## src/rtl/dz_tdr_scan_pkg.sv

```systemverilog
// rtl/dz_tdr_scan_pkg.sv - shared types, field macros and helpers for the DZ11 TDR scanner
`define dzTDR_TBUF(d) d[7:0]
`define dzTDR_BRK(d) d[15:8]

package dz_tdr_scan_pkg;

  typedef enum logic [1:0] {
    SCAN = 2'd0,
    HOLD = 2'd1,
    WAIT = 2'd2
  } tdr_state_t;

  localparam int TLINE_W = 3;
  localparam int TDR_W   = 16;
  localparam int DATA_W  = 36;

  // One-hot of idx within an n-line build; out-of-range indices give zero.
  function automatic logic [7:0] onehot(input logic [2:0] idx, input int n);
    onehot = 8'h00;
    if (int'(idx) < n) onehot[idx] = 1'b1;
  endfunction

endpackage

```

## src/rtl/dz_tdr_scan_if.sv

```systemverilog
// rtl/dz_tdr_scan_if.sv - bus, UART and CSR signal bundle for the TDR scanner
interface dz_tdr_scan_if
  import dz_tdr_scan_pkg::*;
#(
  parameter int NLINES = 8
);

  logic                devLOBYTE;
  logic                devHIBYTE;
  logic [DATA_W-1:0]   dzDATAI;
  logic                tdrWRITE;
  logic [NLINES-1:0]   uartTXLOAD;
  logic [NLINES-1:0]   uartTXEMPTY;
  logic [NLINES-1:0]   uartTXBRK;
  logic                csrMSE;
  logic [NLINES-1:0]   tcrLIN;
  logic [TLINE_W-1:0]  tdrTLINE;
  logic                tdrTRDY;
  logic [TDR_W-1:0]    regTDR;

  modport master (
    output devLOBYTE, devHIBYTE, dzDATAI, tdrWRITE, uartTXEMPTY, csrMSE, tcrLIN,
    input  uartTXLOAD, uartTXBRK, tdrTLINE, tdrTRDY, regTDR
  );

  modport slave (
    input  devLOBYTE, devHIBYTE, dzDATAI, tdrWRITE, uartTXEMPTY, csrMSE, tcrLIN,
    output uartTXLOAD, uartTXBRK, tdrTLINE, tdrTRDY, regTDR
  );

endinterface

```

## src/rtl/dz_scan_prescale.sv

```systemverilog
// rtl/dz_scan_prescale.sv - scan-rate prescaler: one tick every SCANDIV enabled clocks
module dz_scan_prescale #(
  parameter int SCANDIV = 1
) (
  input  logic clk,
  input  logic clr,
  input  logic en,
  output logic tick
);

  localparam int CW = (SCANDIV > 1) ? $clog2(SCANDIV) : 1;
  localparam logic [CW-1:0] LAST = CW'(SCANDIV - 1);

  logic [CW-1:0] cnt;

  // With SCANDIV=1 the counter sits at zero and tick simply follows en.
  assign tick = en && (cnt == LAST);

  always_ff @(posedge clk) begin
    if (clr || !en) begin
      cnt <= '0;
    end else if (tick) begin
      cnt <= '0;
    end else begin
      cnt <= cnt + CW'(1);
    end
  end

endmodule

```

## src/rtl/dz_tdr_scan.sv

```systemverilog
// rtl/dz_tdr_scan.sv - DZ11 transmit data register with round-robin transmitter scanner
module dz_tdr_scan
  import dz_tdr_scan_pkg::*;
#(
  parameter int NLINES  = 8,
  parameter int SCANDIV = 1
) (
  input  logic         clk,
  input  logic         rst,
  input  logic         clr,
  dz_tdr_scan_if.slave bus
);

  localparam int LW = $clog2(NLINES);

  generate
    if (!(NLINES == 2 || NLINES == 4 || NLINES == 8)) begin : g_bad_nlines
      $error("dz_tdr_scan: NLINES must be 2, 4 or 8");
    end
    if (SCANDIV < 1 || SCANDIV > 256) begin : g_bad_scandiv
      $error("dz_tdr_scan: SCANDIV must be in 1..256");
    end
  endgenerate

  tdr_state_t         state, state_n;
  logic [LW-1:0]      scan, scan_n;
  logic [LW-1:0]      tline, tline_n;
  logic [NLINES-1:0]  brk;
  logic [7:0]         brk_field;
  logic [7:0]         oh;
  logic               srst;
  logic               tick;
  logic               wr_lo;
  logic               wr_hi;
  logic               unused_bits;

  assign srst  = rst | clr;
  assign wr_lo = bus.tdrWRITE & bus.devLOBYTE;
  assign wr_hi = bus.tdrWRITE & bus.devHIBYTE;

  dz_scan_prescale #(.SCANDIV(SCANDIV)) u_prescale (
    .clk  (clk),
    .clr  (srst),
    .en   ((state == SCAN) && bus.csrMSE),
    .tick (tick)
  );

  always_ff @(posedge clk) begin
    if (srst) begin
      state <= SCAN;
      scan  <= '0;
      tline <= '0;
    end else begin
      state <= state_n;
      scan  <= scan_n;
      tline <= tline_n;
    end
  end

  // NLINES is a power of two, so the +1 wraps NLINES-1 back to 0 on its own.
  always_comb begin
    state_n = state;
    scan_n  = scan;
    tline_n = tline;
    case (state)
      SCAN: begin
        if (tick) begin
          if (bus.tcrLIN[scan] && bus.uartTXEMPTY[scan]) begin
            tline_n = scan;
            state_n = HOLD;
          end else begin
            scan_n = scan + LW'(1);
          end
        end
      end
      HOLD: begin
        // Release wins over a write landing in the same clock; scan still points at tline.
        if (!bus.csrMSE || !bus.tcrLIN[tline]) begin
          state_n = SCAN;
        end else if (wr_lo) begin
          state_n = WAIT;
        end
      end
      WAIT: begin
        if (!wr_lo) begin
          state_n = SCAN;
          scan_n  = tline + LW'(1);
        end
      end
      default: begin
        state_n = SCAN;
      end
    endcase
  end

  assign brk_field = `dzTDR_BRK(bus.dzDATAI);

  always_ff @(posedge clk) begin
    if (srst) begin
      brk <= '0;
    end else if (wr_hi) begin
      brk <= brk_field[NLINES-1:0];
    end
  end

  assign oh             = onehot(3'(tline), NLINES);
  assign bus.uartTXLOAD = ((state != SCAN) && wr_lo) ? oh[NLINES-1:0] : '0;
  assign bus.uartTXBRK  = brk;
  assign bus.tdrTRDY    = (state != SCAN);
  assign bus.tdrTLINE   = 3'(tline);
  assign bus.regTDR     = {8'(brk), `dzTDR_TBUF(bus.dzDATAI)};

  assign unused_bits = ^{bus.dzDATAI, brk_field, oh};

endmodule

```

## src/flat_wrapper.sv

```systemverilog
// flat-port wrapper written by rule: the top's interface ports become plain ports
module dz_tdr_scan_flat import dz_tdr_scan_pkg::*;
#(
  parameter int NLINES  = 8,
  parameter int SCANDIV = 1
)
  (clk, rst, clr, bus_devLOBYTE, bus_devHIBYTE, bus_dzDATAI, bus_tdrWRITE, bus_uartTXEMPTY, bus_csrMSE, bus_tcrLIN, bus_uartTXLOAD, bus_uartTXBRK, bus_tdrTLINE, bus_tdrTRDY, bus_regTDR);
  dz_tdr_scan_if #(.NLINES(NLINES)) bus_i ();
  input  logic clk;
  input  logic rst;
  input  logic clr;
  input wire logic [$bits(bus_i.devLOBYTE)-1:0] bus_devLOBYTE;
  input wire logic [$bits(bus_i.devHIBYTE)-1:0] bus_devHIBYTE;
  input wire logic [$bits(bus_i.dzDATAI)-1:0] bus_dzDATAI;
  input wire logic [$bits(bus_i.tdrWRITE)-1:0] bus_tdrWRITE;
  input wire logic [$bits(bus_i.uartTXEMPTY)-1:0] bus_uartTXEMPTY;
  input wire logic [$bits(bus_i.csrMSE)-1:0] bus_csrMSE;
  input wire logic [$bits(bus_i.tcrLIN)-1:0] bus_tcrLIN;
  output wire logic [$bits(bus_i.uartTXLOAD)-1:0] bus_uartTXLOAD;
  output wire logic [$bits(bus_i.uartTXBRK)-1:0] bus_uartTXBRK;
  output wire logic [$bits(bus_i.tdrTLINE)-1:0] bus_tdrTLINE;
  output wire logic [$bits(bus_i.tdrTRDY)-1:0] bus_tdrTRDY;
  output wire logic [$bits(bus_i.regTDR)-1:0] bus_regTDR;
  assign bus_i.devLOBYTE = bus_devLOBYTE;
  assign bus_i.devHIBYTE = bus_devHIBYTE;
  assign bus_i.dzDATAI = bus_dzDATAI;
  assign bus_i.tdrWRITE = bus_tdrWRITE;
  assign bus_i.uartTXEMPTY = bus_uartTXEMPTY;
  assign bus_i.csrMSE = bus_csrMSE;
  assign bus_i.tcrLIN = bus_tcrLIN;
  assign bus_uartTXLOAD = bus_i.uartTXLOAD;
  assign bus_uartTXBRK = bus_i.uartTXBRK;
  assign bus_tdrTLINE = bus_i.tdrTLINE;
  assign bus_tdrTRDY = bus_i.tdrTRDY;
  assign bus_regTDR = bus_i.regTDR;
  dz_tdr_scan #(.NLINES(NLINES), .SCANDIV(SCANDIV)) u_core (.clk(clk), .rst(rst), .clr(clr), .bus(bus_i));
endmodule
```

## config.mk

```make
export PLATFORM = sky130hd
export DESIGN_NAME = dz_tdr_scan_flat
export DESIGN_NICKNAME = d
export VERILOG_FILES = /design/src/rtl/dz_tdr_scan_pkg.sv /design/src/rtl/dz_tdr_scan_if.sv /design/src/rtl/dz_scan_prescale.sv /design/src/rtl/dz_tdr_scan.sv /design/src/flat_wrapper.sv
export SDC_FILE = /design/constraint.sdc
export NUM_CORES = 1
export LEC_CHECK = 0
export ABC_AREA = 1
export CAP_MARGIN = 5
export CORE_MARGIN = 2
export CORE_UTILIZATION = 35
export DETAILED_ROUTE_END_ITERATION = 7
export GPL_ROUTABILITY_DRIVEN = 0
export PLACE_DENSITY_LB_ADDON = 0.12
export SYNTH_ARGS = -nofsm -noshare
export SYNTH_HDL_FRONTEND = slang
export SYNTH_SLANG_ARGS = --single-unit
```

## constraint.sdc

```tcl
create_clock -name clk -period 2.3 [get_ports clk]
set_input_delay 0.46 -clock clk [delete_from_list [all_inputs] [get_ports clk]]
set_output_delay 0.46 -clock clk [all_outputs]
set_load 0.03 [all_outputs]
```

### Word-level counts from Yosys, hierarchy flattened

Cells that the tools add are included.

| storage, ports and cells | value |
|---|---|
| ROM bits | 0 |
| word-level logic and storage cells | 58 |
| latch bits | 0 |
| flip-flop bits (word level) | 17 |
| output and inout bits | 36 |
| memories kept | 0 |
| bits in writable memories | 0 |

| operators by class | value |
|---|---|
| multiplexer cells | 19 |
| divide/modulo/power cells | 0 |
| order comparisons | 3 |
| add/sub/neg operators | 3 |
| $mul | 0 |
| bitwise operators | 4 |
| shifts and indexed selects | 0 |
| reduce and logical (&&, ||, !) cells | 17 |
| equal/unequal tests | 7 |

Operator list:

| cell | count |
|---|---|
| 2-to-1 mux 2 bit | 5 |
| binary-select mux 1 bit (select 3 bit) | 3 |
| 2-to-1 mux 3 bit | 3 |
| less-than comparator 3 x 4 -> 1 bit, second input constant | 2 |
| 2-to-1 mux 8 bit | 1 |
| AND reduction 4 bit | 2 |
| adder 3 x 1 -> 3 bit, second input constant | 2 |
| inequality test 2 bit, second input constant | 3 |
| one-hot mux 2 bit (3 select lines) | 1 |
| one-hot mux 3 bit (2 select lines) | 1 |
| logical AND 1 bit | 5 |
| 2-to-1 mux 1 bit | 4 |
| nonzero test 2 bit | 2 |
| demux 1 bit (select 3 bit) | 1 |
| >= comparator 3 x 1 -> 1 bit, second input constant | 1 |
| zero test 1 bit | 3 |
| inequality test 3 x 1 -> 1 bit, second input constant | 1 |
| AND reduction 3 bit | 1 |
| bitwise AND 1 bit | 2 |
| equality test 2 x 1 -> 1 bit, second input constant | 1 |
| equality test 2 bit, second input constant | 1 |
| zero test 2 bit | 1 |
| logical OR 1 bit | 2 |
| inequality test 2 x 1 -> 1 bit, second input constant | 1 |
| 4 further kinds | 4 |

### Depth between registers and ports, before layout

| logic depth | value |
|---|---|
| depth in word-level cells | 6 |
| mapped depth | 10 |
| mapped depth without buffers | 10 |

### Cells and area by module

A second synthesis with hierarchy kept.

| second synthesis, totals | value |
|---|---|
| cells, all modules | 176 |
| area total of the unflattened synthesis | 1109.8 µm² |

By module, submodules not included:

| module | instances | area each (µm²) | cells an instance |
|---|---|---|---|
| dz_tdr_scan | 1 | 1076.0 | 172 |
| dz_scan_prescale | 1 | 33.8 | 4 |

### Worst setup path after synthesis

OpenSTA, ideal clock, no wires.

| path | value |
|---|---|
| kind | register -> output |
| start point | reg u_core.tline[2], in the netlist u_core.bus.tdrTLINE[2] |
| end point | out bus_uartTXLOAD[4] |
| stages on the path, launching flop included | 5 |
| arrival | 1.276 ns |
| setup slack | 0.564 ns |
| cells stage by stage | dfxtp_1 -> inv_1 -> nor2_1 -> inv_1 -> nor2_1 |

| on the way | value |
|---|---|
| cells in the longest elaborated chain, start to end | 5 |
| elaborated cells on any way between the ends | 6 |

RTL lines:

| item | line | text |
|---|---|---|
| start: declaration | dz_tdr_scan.sv:27 | `logic [LW-1:0] tline, tline_n;` |
| start signal: assignment | dz_tdr_scan.sv:56 | `tline <= tline_n;` |
| less-than comparator 3 x 4 -> 1 bit (not written as such) or >= comparator 3 x 1 -> 1 bit (tied branches) | dz_tdr_scan_pkg.sv:20 | `if (int'(idx) < n) onehot[idx] = 1'b1;` |
| logical AND 1 bit (not written as such) | dz_tdr_scan_pkg.sv:20 |  |
| 2-to-1 mux 1 bit (not written as such) | dz_tdr_scan_pkg.sv:20 |  |
| demux 1 bit (select 3 bit) (*) | -- |  |
| 2-to-1 mux 8 bit (*) | dz_tdr_scan.sv:107 | `assign bus.uartTXLOAD = ((state != SCAN) && wr_lo) ? oh[NLINES-1:0] : '0;` |
| end: declaration | flat_wrapper.sv:19 | `output wire logic [$bits(bus_i.uartTXLOAD)-1:0] bus_uartTXLOAD;` |

Every way passes the cells marked *; elsewhere a longest branch is shown, timed or not.

### Final worst setup path

| path | value |
|---|---|
| start point | in bus_tdrWRITE |
| end point | out bus_uartTXLOAD[3] |

| on the way | value |
|---|---|
| cells in the longest elaborated chain, start to end | 3 |

RTL lines:

| item | line | text |
|---|---|---|
| start: declaration | flat_wrapper.sv:15 | `input wire logic [$bits(bus_i.tdrWRITE)-1:0] bus_tdrWRITE;` |
| bitwise AND 1 bit | dz_tdr_scan.sv:38 | `assign wr_lo = bus.tdrWRITE & bus.devLOBYTE;` |
| logical AND 1 bit | dz_tdr_scan.sv:107 |  |
| 2-to-1 mux 8 bit | dz_tdr_scan.sv:107 |  |

Every way passes these cells.

==> results.txt <==
----------------------------------------------------
[Status]
  Run status ... finished, final reports clean

[Route]
  Via-to-Cell Ratio ... 4.57
  Antenna viol nets, final ... 0
  Via Count ... 1201
  Final Routed Wirelength ... 2920 µm
  Number of design-rule violations left by the first detailed-router iteration ... 39
  Pre-Repair DR Iteration Count ... 4
  DR WL/cell ... 11.1 µm
  Post-route DRC ... 0

[Layout]
  Finished Cell Area ... 1660 µm²
  Final std cells w/o fill ... 263
  Area grow syn2layout ... 46.8%
  Number of diodes ... 0
  Commonest cells after routing, fill and taps aside ... sky130_fd_sc_hd__clkdlybuf4s50_1, sky130_fd_sc_hd__nor2_1, sky130_fd_sc_hd__nand2_1
  Final core utilization ... 54.3%
  Fill cell total of the finished layout ... 331
  Most common cell after layout, fill and taps aside ... sky130_fd_sc_hd__clkdlybuf4s50_1
  Number of nets in the final layout ... 280
  Proportion of layout cells with a drive suffix above 1 ... 12.8%

[Yosys]
  Post-synthesis sequential area ratio ... 30.1%
  Synthesized area per cell ... 6.53 µm²
  Area share of and/or/nand/nor cells after synthesis ... 37.3%
  Yosys Warn Count ... 0
  Number of instances in the synthesized netlist ... 173
  Combinational family with the most area after synthesis ... simple AND/OR/NAND/NOR gates
  Share of synthesized cell area in full adder, half adder and majority cells ... 1.11%
  Netlist Area Pre-Place ... 1130 µm²
  Post-synthesis cell type count ... 22
  Synth Area in Compound Gates ... 10.7%
  Flip-flop and latch count after synthesis ... 17
  Post-synthesis net count ... 233
  Xor and xnor fraction of the mapped netlist area ... 0.775%
  Multiplexer fraction of the synthesized cell area ... 0%

[Timing]
  Setup clock skew after layout ... 7.26 ps
  RSZ-0062 raised after global routing ... no
  Setup-failing EPs final ... 0
  Post-route setup slack ... 176 ps
  WHS ... 504 ps
  Clock period minus final worst setup slack ... 2120 ps
  Final total negative setup slack ... 0 ps
  Maximum operating frequency ... 471 MHz
  Number of hold violations in the final report ... 0
  Fin crit share ... 92.3%
  Number of max-slew violations in the final report ... 0

[Placed design]
  Post-placement cell count ... 259
  IO buf count ... 58
  Dpl cell area ... 1630 µm²
  Hpwl dp ... 2460 µm
  Pre-CTS setup slack ... 178 ps

[Clock tree]
  Number of buffers created by CTS ... 3
  Root buffer selected by CTS ... sky130_fd_sc_hd__clkbuf_4
  Hold buffer count at cts ... 0
  H-tree level count ... 1
  Worst-Skew Late Latency ... 280 ps
  Number of cells upsized or downsized after cts ... 0
  Clock tree sinks ... 17
  CTS tree ... done
  Buffer depth of the longest clock path ... 2
  Clock-pin slew on the worst setup and hold paths ... 110 ps
  Number of buffers inserted to repair setup after CTS ... 0

[Global route]
  Largest net degree at the start of global routing ... 12
  Vias in the first global route ... 1150
  Aggregate global-route resource usage ... 17.7%
  First-pass GRT wire length ... 5000 µm
  Number of antenna violations at the first check in global routing ... 0
  GRT Residual Overflow ... 0

[Worst setup path]
  Destination of the critical timing path ... bus_uartTXLOAD[3]
  Critical path's slowest cell ... sky130_fd_sc_hd__clkdlybuf4s50_1
  Critical path startpoint ... bus_tdrWRITE
  Worst r2r dst ... u_core.scan[2]
  Required time of the worst setup path ... 1840 ps
  Highest net fanout along the worst path ... 4
  Critical path's largest stage delay ... 490 ps
  Element type at the critical path start ... input pin
  Critical R2R Launch ... u_core.state[1]
  Worst reg-to-reg path cell count ... 9
  Data arrival time at the worst-slack endpoint ... 1660 ps
  Critical path, cell by cell ... clkdlybuf4s50_1 -> nand2_1 -> nor2_1 -> nand2_1 -> nor2_1 -> buf_4
  Setup crit end kind ... output pin
  Class of the most critical setup path ... input pin to output pin
  Setup slack of the worst register-to-register path ... 680 ps

[Floorplanning]
  Core outline area ... 3050 µm²
  Initial Util ... 37.0%
  Core Rows ... 20
  # IOs ... 95
  Vertical die dimension ... 60.8 µm
  Floorplan die width ... 60.8 µm
  Die Outline Area ... 3700 µm²

[Hold path]
  Worst hold path class ... flip-flop to flip-flop
  Worst hold path cell count ... 2

[Power]
  Total Power Consumption ... 0.623 mW
  Static power due to leakage ... 0.708 nW
  Power Density ... 376 nW/µm²
  Largest vdd supply drop ... 152 µV

[Run]
  Max capacitance violation total ... 0

----------------------------------------------------
[registers in the layout, indices dropped and copies added (netlist names)]
register / count
u_core.bus.tdrTLINE: 3
u_core.bus.uartTXBRK: 8
u_core.scan: 3
u_core.state: 2
u_core.u_prescale.cnt: 1
[power breakdown]
group	leakage [nW]	switching (mW)	total, mW	internal, mW
registers	0.138	0.00692	0.308	0.302
logic	0.556	0.0729	0.154	0.0815
clock network	0.0139	0.0943	0.160	0.0659
total	0.708	0.174	0.623	0.449
[final cells by class]
cell class / count / area, µm² / area share, %
clock buffer: 3 / 22.5 / 1.36
clock inverter: 1 / 7.51 / 0.452
inverter: 26 / 97.6 / 5.88
multi-input combinational: 113 / 568 / 34.2
sequential: 17 / 340 / 20.5
tap: 44 / 55.1 / 3.32
timing repair buffer: 59 / 568 / 34.2
[cells by family after synthesis]
group,count (synthesis)
AO/OA/AOI/OAI,23
XOR/XNOR,1
adder cells (fa/ha/maj),1
buffers and inverters,43
flip-flops,17
other,1
AND/OR/NAND/NOR,87
[routing by layer]
metal | wire (µm) | vias to the layer above | GRT usage [%]
li1 | - | 621 | -
met1 | 1250 | 524 | 23.2
met2 | 1410 | 52 | 30.3
met3 | 223 | 4 | 2.35
met4 | 34 | 0 | 5.28
met5 | 0 | - | 0
[worst max-delay path, delay by kind of cell]
| family | cells | cell delay (ps) |
|---|---|---|
| simple gates | 4 | 550 |
| buf+inv | 2 | 660 |
[synthesized netlist by cell type]
cell type / n / share of area [%]
sky130_fd_sc_hd__a21oi_1: 7 / 3.1
sky130_fd_sc_hd__a21oi_2: 1 / 0.78
sky130_fd_sc_hd__buf_4: 16 / 11
sky130_fd_sc_hd__clkbuf_1: 1 / 0.33
sky130_fd_sc_hd__conb_1: 1 / 0.33
sky130_fd_sc_hd__dfxtp_1: 17 / 30
sky130_fd_sc_hd__ha_1: 1 / 1.1
sky130_fd_sc_hd__inv_1: 23 / 7.6
sky130_fd_sc_hd__inv_2: 3 / 1.0
sky130_fd_sc_hd__nand2_1: 24 / 8.0
sky130_fd_sc_hd__nand2_4: 4 / 4.0
sky130_fd_sc_hd__nand3_1: 18 / 8.0
sky130_fd_sc_hd__nand3_2: 4 / 3.5
sky130_fd_sc_hd__nand3b_1: 1 / 0.66
sky130_fd_sc_hd__nand4_1: 1 / 0.55
sky130_fd_sc_hd__nor2_1: 32 / 11
sky130_fd_sc_hd__nor2_2: 2 / 1.1
sky130_fd_sc_hd__nor3_2: 1 / 0.89
sky130_fd_sc_hd__o21a_1: 1 / 0.66
sky130_fd_sc_hd__o21ai_0: 12 / 5.3
sky130_fd_sc_hd__o21ai_1: 2 / 0.89
sky130_fd_sc_hd__xnor2_1: 1 / 0.78
[worst min-delay path by stage]
stage / startpoint / to / slack, ps
floorplan: u_core.scan[1] / u_core.scan[1] / 480
global placement: u_core.bus.uartTXBRK[2] / u_core.bus.uartTXBRK[2] / 480
detailed placement: u_core.bus.uartTXBRK[2] / u_core.bus.uartTXBRK[2] / 490
CTS: u_core.bus.uartTXBRK[3] / u_core.bus.uartTXBRK[3] / 510
global route: u_core.bus.uartTXBRK[1] / u_core.bus.uartTXBRK[1] / 550
finish: u_core.bus.uartTXBRK[3] / u_core.bus.uartTXBRK[3] / 500
Power figures use the tool's default switching activity.
